### src/rtl/transition_capture_pkg.sv
// Shared definitions for the transition_capture logic-analyser engine.
//   state_t      : capture sequencer states
//   ST_*         : bit positions inside the 32-bit status word
//   CTL_*        : bit positions inside the 32-bit control word
package transition_capture_pkg;

  typedef enum logic [1:0] {
    IDLE    = 2'd0,
    ARMED   = 2'd1,
    CAPTURE = 2'd2,
    DONE    = 2'd3
  } state_t;

  localparam int ST_BUSY      = 0;
  localparam int ST_TRIG      = 1;
  localparam int ST_DONE      = 2;
  localparam int ST_FULL      = 3;
  localparam int ST_ARMED     = 4;
  localparam int ST_COUNT_LSB = 8;

  localparam int CTL_ARM   = 0;
  localparam int CTL_ABORT = 1;

endpackage

### src/rtl/capture_trigger.sv
// Trigger front end for transition_capture.
// Holds registered copies of the trigger mask/value configuration and the
// previous arm level, and produces:
//   arm_rise : control arm bit went 0 -> 1 this cycle
//   hit      : (sample & mask) == (value & mask), mask == 0 always hits
// Ports:
//   clk, reset        clock, asynchronous active-high reset
//   arm               raw arm level from the control register
//   sample            current registered probe sample
//   mask_cfg          trigger mask from config0
//   value_cfg         trigger value from config1
//   arm_rise, hit     see above
module capture_trigger #(
  parameter int CH_W = 8
) (
  input  logic            clk,
  input  logic            reset,
  input  logic            arm,
  input  logic [CH_W-1:0] sample,
  input  logic [CH_W-1:0] mask_cfg,
  input  logic [CH_W-1:0] value_cfg,
  output logic            arm_rise,
  output logic            hit
);

  logic            arm_prev;
  logic [CH_W-1:0] mask_q;
  logic [CH_W-1:0] value_q;

  always_ff @(posedge clk or posedge reset) begin
    if (reset) begin
      arm_prev <= 1'b0;
      mask_q   <= '0;
      value_q  <= '0;
    end else begin
      arm_prev <= arm;
      mask_q   <= mask_cfg;
      value_q  <= value_cfg;
    end
  end

  assign arm_rise = arm & ~arm_prev;
  assign hit      = ((sample & mask_q) == (value_q & mask_q));

endmodule

### src/rtl/transition_capture.sv
// Change-of-state capture engine. Samples a CH_W-bit probe bus every clock
// and writes {delta, sample} words into an external BRAM: one word at the
// trigger, one per change of the bus, and a keep-alive word whenever the
// delta counter saturates with the bus static.
// Optional build macro: INPUT_SYNC_EN adds a two-flop synchroniser ahead of
// the sample register (two extra cycles of capture latency).
// Ports:
//   clk, reset  clock, asynchronous active-high reset
//   status      [0] busy [1] triggered [2] done [3] full [4] armed,
//               [8+] words written, other bits 0
//   control     [0] arm (rising edge), [1] abort (level)
//   config0     [CH_W-1:0] trigger mask
//   config1     [CH_W-1:0] trigger value
//   datain      probe bus
//   dataout     {delta, sample} BRAM write word
//   we, en      BRAM write strobe / enable (identical one-cycle pulses)
//   address     BRAM write address (index of the word on dataout)
module transition_capture
  import transition_capture_pkg::*;
#(
  parameter int CH_W   = 8,
  parameter int TS_W   = 16,
  parameter int ADDR_W = 18
) (
  input  logic                 clk,
  input  logic                 reset,
  output logic [31:0]          status,
  input  logic [31:0]          control,
  input  logic [31:0]          config0,
  input  logic [31:0]          config1,
  input  logic [CH_W-1:0]      datain,
  output logic [TS_W+CH_W-1:0] dataout,
  output logic                 we,
  output logic                 en,
  output logic [ADDR_W-1:0]    address
);

  // The count reaches 2**ADDR_W on a full buffer, hence one extra bit; the
  // status word only has room for 24 count bits above ST_COUNT_LSB.
  localparam int CNT_W       = ADDR_W + 1;
  localparam int CNT_FIELD_W = (CNT_W > 24) ? 24 : CNT_W;

  localparam logic [TS_W-1:0]   DELTA_MAX = '1;
  localparam logic [TS_W-1:0]   DELTA_ONE = 1;
  localparam logic [ADDR_W-1:0] ADDR_MAX  = '1;
  localparam logic [ADDR_W-1:0] ADDR_ONE  = 1;
  localparam logic [CNT_W-1:0]  CNT_ONE   = 1;

  function automatic logic [TS_W-1:0] delta_sat_inc(input logic [TS_W-1:0] d);
    return (d == DELTA_MAX) ? d : d + DELTA_ONE;
  endfunction

  state_t            state, state_nx;
  logic [CH_W-1:0]   sample_q, sample_p;
  logic [TS_W-1:0]   delta;
  logic [TS_W-1:0]   wr_delta;
  logic [ADDR_W-1:0] wr_ptr;
  logic [CNT_W-1:0]  count;
  logic              trig_flag, full_flag;
  logic              arm_rise, hit, change, abort;
  logic              start, wr, set_trig;

  // ---- stage p0: probe sampling ----
`ifdef INPUT_SYNC_EN
  logic [CH_W-1:0] sync_p0, sync_p1;

  always_ff @(posedge clk or posedge reset) begin
    if (reset) begin
      sync_p0  <= '0;
      sync_p1  <= '0;
      sample_q <= '0;
      sample_p <= '0;
    end else begin
      sync_p0  <= datain;
      sync_p1  <= sync_p0;
      sample_q <= sync_p1;
      sample_p <= sample_q;
    end
  end
`else
  always_ff @(posedge clk or posedge reset) begin
    if (reset) begin
      sample_q <= '0;
      sample_p <= '0;
    end else begin
      sample_q <= datain;
      sample_p <= sample_q;
    end
  end
`endif

  assign change = (sample_q != sample_p);
  assign abort  = control[CTL_ABORT];

  capture_trigger #(.CH_W(CH_W)) u_trigger (
    .clk       (clk),
    .reset     (reset),
    .arm       (control[CTL_ARM]),
    .sample    (sample_q),
    .mask_cfg  (config0[CH_W-1:0]),
    .value_cfg (config1[CH_W-1:0]),
    .arm_rise  (arm_rise),
    .hit       (hit)
  );

  // ---- stage p1: write decision ----
  always_comb begin
    state_nx = state;
    start    = 1'b0;
    wr       = 1'b0;
    wr_delta = delta;
    set_trig = 1'b0;
    case (state)
      IDLE, DONE: begin
        if (arm_rise) begin
          start    = 1'b1;
          state_nx = ARMED;
        end
      end
      ARMED: begin
        if (abort) begin
          state_nx = DONE;
        end else if (hit) begin
          wr       = 1'b1;
          wr_delta = '0;
          set_trig = 1'b1;
          state_nx = CAPTURE;
        end
      end
      CAPTURE: begin
        // A saturated delta with a change still yields one word: the
        // transition word, whose delta field is all-ones anyway.
        if (abort) begin
          state_nx = DONE;
        end else if (change || (delta == DELTA_MAX)) begin
          wr = 1'b1;
        end
      end
      default: state_nx = IDLE;
    endcase
    if (wr && (wr_ptr == ADDR_MAX)) begin
      state_nx = DONE;
    end
  end

  // ---- stage p2: registered write port and counters ----
  always_ff @(posedge clk or posedge reset) begin
    if (reset) begin
      state     <= IDLE;
      we        <= 1'b0;
      dataout   <= '0;
      address   <= '0;
      wr_ptr    <= '0;
      count     <= '0;
      delta     <= '0;
      trig_flag <= 1'b0;
      full_flag <= 1'b0;
    end else begin
      state <= state_nx;
      we    <= wr;
      if (start) begin
        wr_ptr    <= '0;
        address   <= '0;
        count     <= '0;
        delta     <= '0;
        trig_flag <= 1'b0;
        full_flag <= 1'b0;
      end
      if (wr) begin
        dataout <= {wr_delta, sample_q};
        address <= wr_ptr;
        count   <= count + CNT_ONE;
        delta   <= '0;
        // The pointer parks on the last address instead of wrapping.
        if (wr_ptr == ADDR_MAX) begin
          full_flag <= 1'b1;
        end else begin
          wr_ptr <= wr_ptr + ADDR_ONE;
        end
      end else if (state == CAPTURE) begin
        delta <= delta_sat_inc(delta);
      end
      if (set_trig) begin
        trig_flag <= 1'b1;
      end
    end
  end

  assign en = we;

  always_comb begin
    status           = '0;
    status[ST_BUSY]  = (state == ARMED) || (state == CAPTURE);
    status[ST_TRIG]  = trig_flag;
    status[ST_DONE]  = (state == DONE);
    status[ST_FULL]  = full_flag;
    status[ST_ARMED] = (state == ARMED);
    status[ST_COUNT_LSB +: CNT_FIELD_W] = count[CNT_FIELD_W-1:0];
  end

  logic unused_ctl;
  assign unused_ctl = ^control[31:2];

  if (CH_W < 32) begin : g_unused_cfg
    logic unused_cfg;
    assign unused_cfg = ^{config0[31:CH_W], config1[31:CH_W]};
  end

  if (CNT_W > CNT_FIELD_W) begin : g_unused_cnt
    logic unused_cnt;
    assign unused_cnt = ^count[CNT_W-1:CNT_FIELD_W];
  end

endmodule

### config.mk
export PLATFORM = sky130hd
export DESIGN_NAME = transition_capture
export DESIGN_NICKNAME = d
export VERILOG_FILES = /design/src/rtl/transition_capture_pkg.sv /design/src/rtl/capture_trigger.sv /design/src/rtl/transition_capture.sv
export SDC_FILE = /design/constraint.sdc
export NUM_CORES = 1
export LEC_CHECK = 0
export ABC_AREA = 1
export CORE_ASPECT_RATIO = 0.5
export CORE_MARGIN = 2
export CORE_UTILIZATION = 44
export CTS_CLUSTER_DIAMETER = 80
export CTS_CLUSTER_SIZE = 20
export DETAILED_ROUTE_END_ITERATION = 8
export GPL_ROUTABILITY_DRIVEN = 0
export PLACE_DENSITY = 0.77
export SYNTH_ARGS = -nofsm -noshare
export SYNTH_HDL_FRONTEND = slang
export SYNTH_SLANG_ARGS = --single-unit
### constraint.sdc
create_clock -name clk -period 4.2 [get_ports clk]
set_input_delay 0.84 -clock clk [delete_from_list [all_inputs] [get_ports clk]]
set_output_delay 0.84 -clock clk [all_outputs]
set_load 0.02 [all_outputs]
==> results.txt <==
----------------------------------------------------
[Hold path]
  Hold path cells ... 0
  Hold path startpoint ... sample_q[7]$_DFF_PP0_
  Hold Crit Class ... reg -> reg
  Hold Path Sink ... sample_p[7]$_DFF_PP0_

[Yosys]
  Most used DFF post-synth ... sky130_fd_sc_hd__dfrtp_1
  Mapped cell area ... 6620 sq um
  Post-synthesis async set-or-reset flop share ... 1.00
  Count of state elements after synthesis ... 133
  Count of mapped cells out of synthesis ... 791
  Total of warnings raised by yosys ... 0
  Avg Inst Size Synth ... between 8 and 9 sq um
  Sequential element share of the synthesized area ... 0.503
  Count of flip-flops with a built-in enable after synthesis ... 0
  Netlist cell types ... 37

[GRT]
  Via count of the first global-routing pass ... 5,239
  Largest net degree at the start of global routing ... 67
  Number of antenna violations at the first check in global routing ... 0
  Met1 Use GR ... 0.261
  Global-route congestion overflow total ... 0
  Global-route total usage across every layer ... 0.190
  First-pass GRT wire length ... 25,100 um
  Most used routing layer ... met2
  Met2 usage ... 0.319
  Routing usage on met3 ... 0.0240

[Timing]
  Final hold violations ... 0
  Final critical delay including setup and external delays ... roughly 3100 ps
  Final setup skew ... around 14 ps
  Worst Max-Slew Pin Slew ... 976 ps
  Portion of the clock cycle consumed by the worst path in the final layout ... 0.749
  Headroom to the max-slew limit ... 0.348
  Setup TNS ... 0 ps
  Maximum frequency from static timing analysis ... 318 MHz
  Worst setup margin ... 1060 ps
  Final Max Slew Viols ... 0
  Final Setup Violations ... 0
  Unrepaired setup endpoints after global routing ... false

[Job]
  Number of max-cap violations ... 0

[Power]
  Total power density per cell area ... 529 nW/um^2
  Leakage ... 3.71 nW
  Peak VDD IR ... 0.349 mV
  Power after layout ... 4.35 mW

[Finish]
  Commonest non-fill, non-tap cell in the layout ... sky130_fd_sc_hd__nand2_1
  Layout Cell Area excl Fill ... 8220 sq um
  Finished Layout Cells ... 1,092
  Final net count ... 993
  # diodes ... 0
  Share of layout cells above drive strength 1 ... 0.0783
  Most used cells in the layout excluding fill and tap cells ... 225 x sky130_fd_sc_hd__nand2_1, 133 x sky130_fd_sc_hd__dfrtp_1, 95 x sky130_fd_sc_hd__clkdlybuf4s50_1
  Area added between synthesis and finish ... 24.3%

[CTS]
  Count of instances resized after the clock tree is built ... 0
  Number of sinks handled by clock tree synthesis ... 133
  Later-pin clock latency in the skew report ... between 400 and 500 ps
  CTS H-tree lvls ... 4
  Clock tree from TritonCTS ... built
  Count of buffers added by post-CTS timing repair for setup ... 0
  Clock-pin slew on the worst setup and hold paths ... about 60 ps
  Root cell of the clock tree ... sky130_fd_sc_hd__clkbuf_16
  Post-CTS Hold Buffers ... 0
  Deepest clock path buffer count ... 2
  Inserted Clock Buffers ... 17

[Die]
  Number of placed I/O pins ... 182
  Die extent in x ... ~180 um
  Initial standard-cell utilization of the core ... 0.454
  Die Span Y ... between 90 and 100 um
  Std cell rows ... 31
  Core outline area ... 14,600 sq um
  Total Die Area ... 16,100 sq um

[Detailed routing]
  Via count ... around 5,600
  Number of remaining DRC errors ... 0
  Total routed wirelength ... 14,800 um
  Number of antenna-violating nets in the routed design ... 0
  Starting DRC count in detailed routing ... 428
  Drt wl/cell ... between 10 and 15 um
  DR vias/cell ... just over 5
  First drt pass iteration count ... 5

[Worst setup path]
  Reg2Reg Capture Point ... wr_ptr[16]$_DFF_PP0_
  Type of the worst setup path ... reg -> out
  Worst Reg-to-Reg Cells ... 10
  Largest driver fanout on the critical path ... 13
  Critical Path AT ... 2300 ps
  Critical path data required time ... 3360 ps
  Element type at the critical path start ... flop
  Crit path capture type ... primary output
  Reg-to-reg setup timing slack ... 1190 ps
  Critical R2R Launch ... state[0]$_DFFE_PP0P_

[Placement]
  Pre-CTS worst setup slack ... 958 ps
  DP Area ... ~7700 sq um
  Number of buffer cells added on primary ports ... 95
  Number of placed instances, taps included ... 1,060
  HPWL reported at the end of detailed placement ... 10,300 um

[Outcome]
  Run status ... finished, final reports clean

----------------------------------------------------
-- state kept, by name, indices dropped and copies added (netlist names) --
| register | flops |
|---|---|
| delta | 16 |
| u_trigger.arm_prev | 1 |
| state | 2 |
| u_trigger.value_q | 8 |
| wr_ptr | 18 |
| sample_p | 8 |
| u_trigger.mask_q | 8 |
| dataout | 24 |
| count | 19 |
| address | 18 |
| sample_q | 8 |
| trig_flag | 1 |
| en | 1 |
| full_flag | 1 |
-- metal layers --
metal / wire length [um] / up-vias
met1: 6810 / 2722
met3: 641 / 18
li1: - / 2755
met2: 7160 / 154
met4: 161 / 0
met5: 0 / -
-- worst max-delay path, stage by stage, from the launching register on --
cell	delay, ps
sky130_fd_sc_hd__dfrtp_1	400
sky130_fd_sc_hd__inv_1	60
sky130_fd_sc_hd__ha_1	330
sky130_fd_sc_hd__inv_1	390
sky130_fd_sc_hd__clkdlybuf4s50_1	710
-- kinds of logic (layout without fill, tap and decap cells) --
logic type / count (synthesis) / count (layout) / share of synthesized area
simple gates: 405 / 405 / 0.276
flops: 133 / 133 / 0.503
other cells: 1 / 8 / 0.000567
buf+inv: 118 / 214 / 0.0809
xor+xnor: 29 / 29 / 0.0384
fa+ha+maj: 6 / 6 / 0.0113
compound gates: 99 / 99 / 0.0902
-- synthesized netlist by cell type (2+ instances only) --
cell type                  instances  area, sq um
sky130_fd_sc_hd__nand2_1         225          845
sky130_fd_sc_hd__dfrtp_1         133         3330
sky130_fd_sc_hd__nand3_1          86          430
sky130_fd_sc_hd__inv_1            78          293
sky130_fd_sc_hd__o21ai_0          46          230
sky130_fd_sc_hd__nor2_1           34          128
sky130_fd_sc_hd__xor2_1           22          193
sky130_fd_sc_hd__nor3_1           17         85.1
sky130_fd_sc_hd__nand4_1          16          100
sky130_fd_sc_hd__o21ai_1          16         80.1
sky130_fd_sc_hd__buf_2            14         70.1
sky130_fd_sc_hd__buf_4            12         90.1
sky130_fd_sc_hd__o31ai_1           9         67.6
sky130_fd_sc_hd__a21oi_1           8         40.0
sky130_fd_sc_hd__o31ai_2           7         87.6
sky130_fd_sc_hd__xnor2_1           7         61.3
sky130_fd_sc_hd__clkbuf_1          6         22.5
sky130_fd_sc_hd__ha_1              6         75.1
sky130_fd_sc_hd__nand3_2           5         50.1
sky130_fd_sc_hd__or2_1             5         31.3
sky130_fd_sc_hd__buf_6             4         45.0
sky130_fd_sc_hd__o211ai_1          4         30.0
sky130_fd_sc_hd__o22ai_1           4         25.0
sky130_fd_sc_hd__a31oi_1           3         18.8
sky130_fd_sc_hd__buf_1             3         11.3
sky130_fd_sc_hd__nand2_2           3         18.8
sky130_fd_sc_hd__nand2_4           3         33.8
sky130_fd_sc_hd__nor2_4            3         33.8
sky130_fd_sc_hd__nor2_2            2         12.5
sky130_fd_sc_hd__nor3_2            2         20.0
sky130_fd_sc_hd__or2_2             2         12.5
-- how the worst max path moves through the flow --
stage	start	to	slack (ps)	cells past startpoint
after floorplan	reset	address[0]$_DFFE_PP0P_	1710	1
final	state[0]$_DFFE_PP0P_	status[0]	1060	4
after global routing	state[0]$_DFFE_PP0P_	status[0]	960	4
after detailed placement	control[1]	delta[4]$_DFFE_PP0P_	960	8
after global placement	control[0]	wr_ptr[16]$_DFF_PP0_	990	9
after CTS	state[0]$_DFFE_PP0P_	status[0]	1060	4
-- through the flow --
stage                util  hold WS (ps)
floorplan               -           394
global placement    0.527           410
detailed placement  0.527           409
CTS                 0.564           429
global route        0.564           441
finish              0.564           426
-- area by class of cell --
cell class | count | area [sq um]
Multi-Input combinational cell | 547 | 2780
Sequential cell | 133 | 3330
Clock buffer | 17 | 425
Inverter | 79 | 300
Tap cell | 198 | 248
Fill cell | 1279 | 6360
Timing Repair Buffer | 103 | 1020
Clock inverter | 15 | 118
-- report_power, final --
part,switching (mW),total [mW],internal [mW]
clock,0.604,1.37,0.767
sequential,0.150,1.61,1.46
combinational,0.872,1.36,0.492
Note: power is estimated with default switching activity, not from simulation.
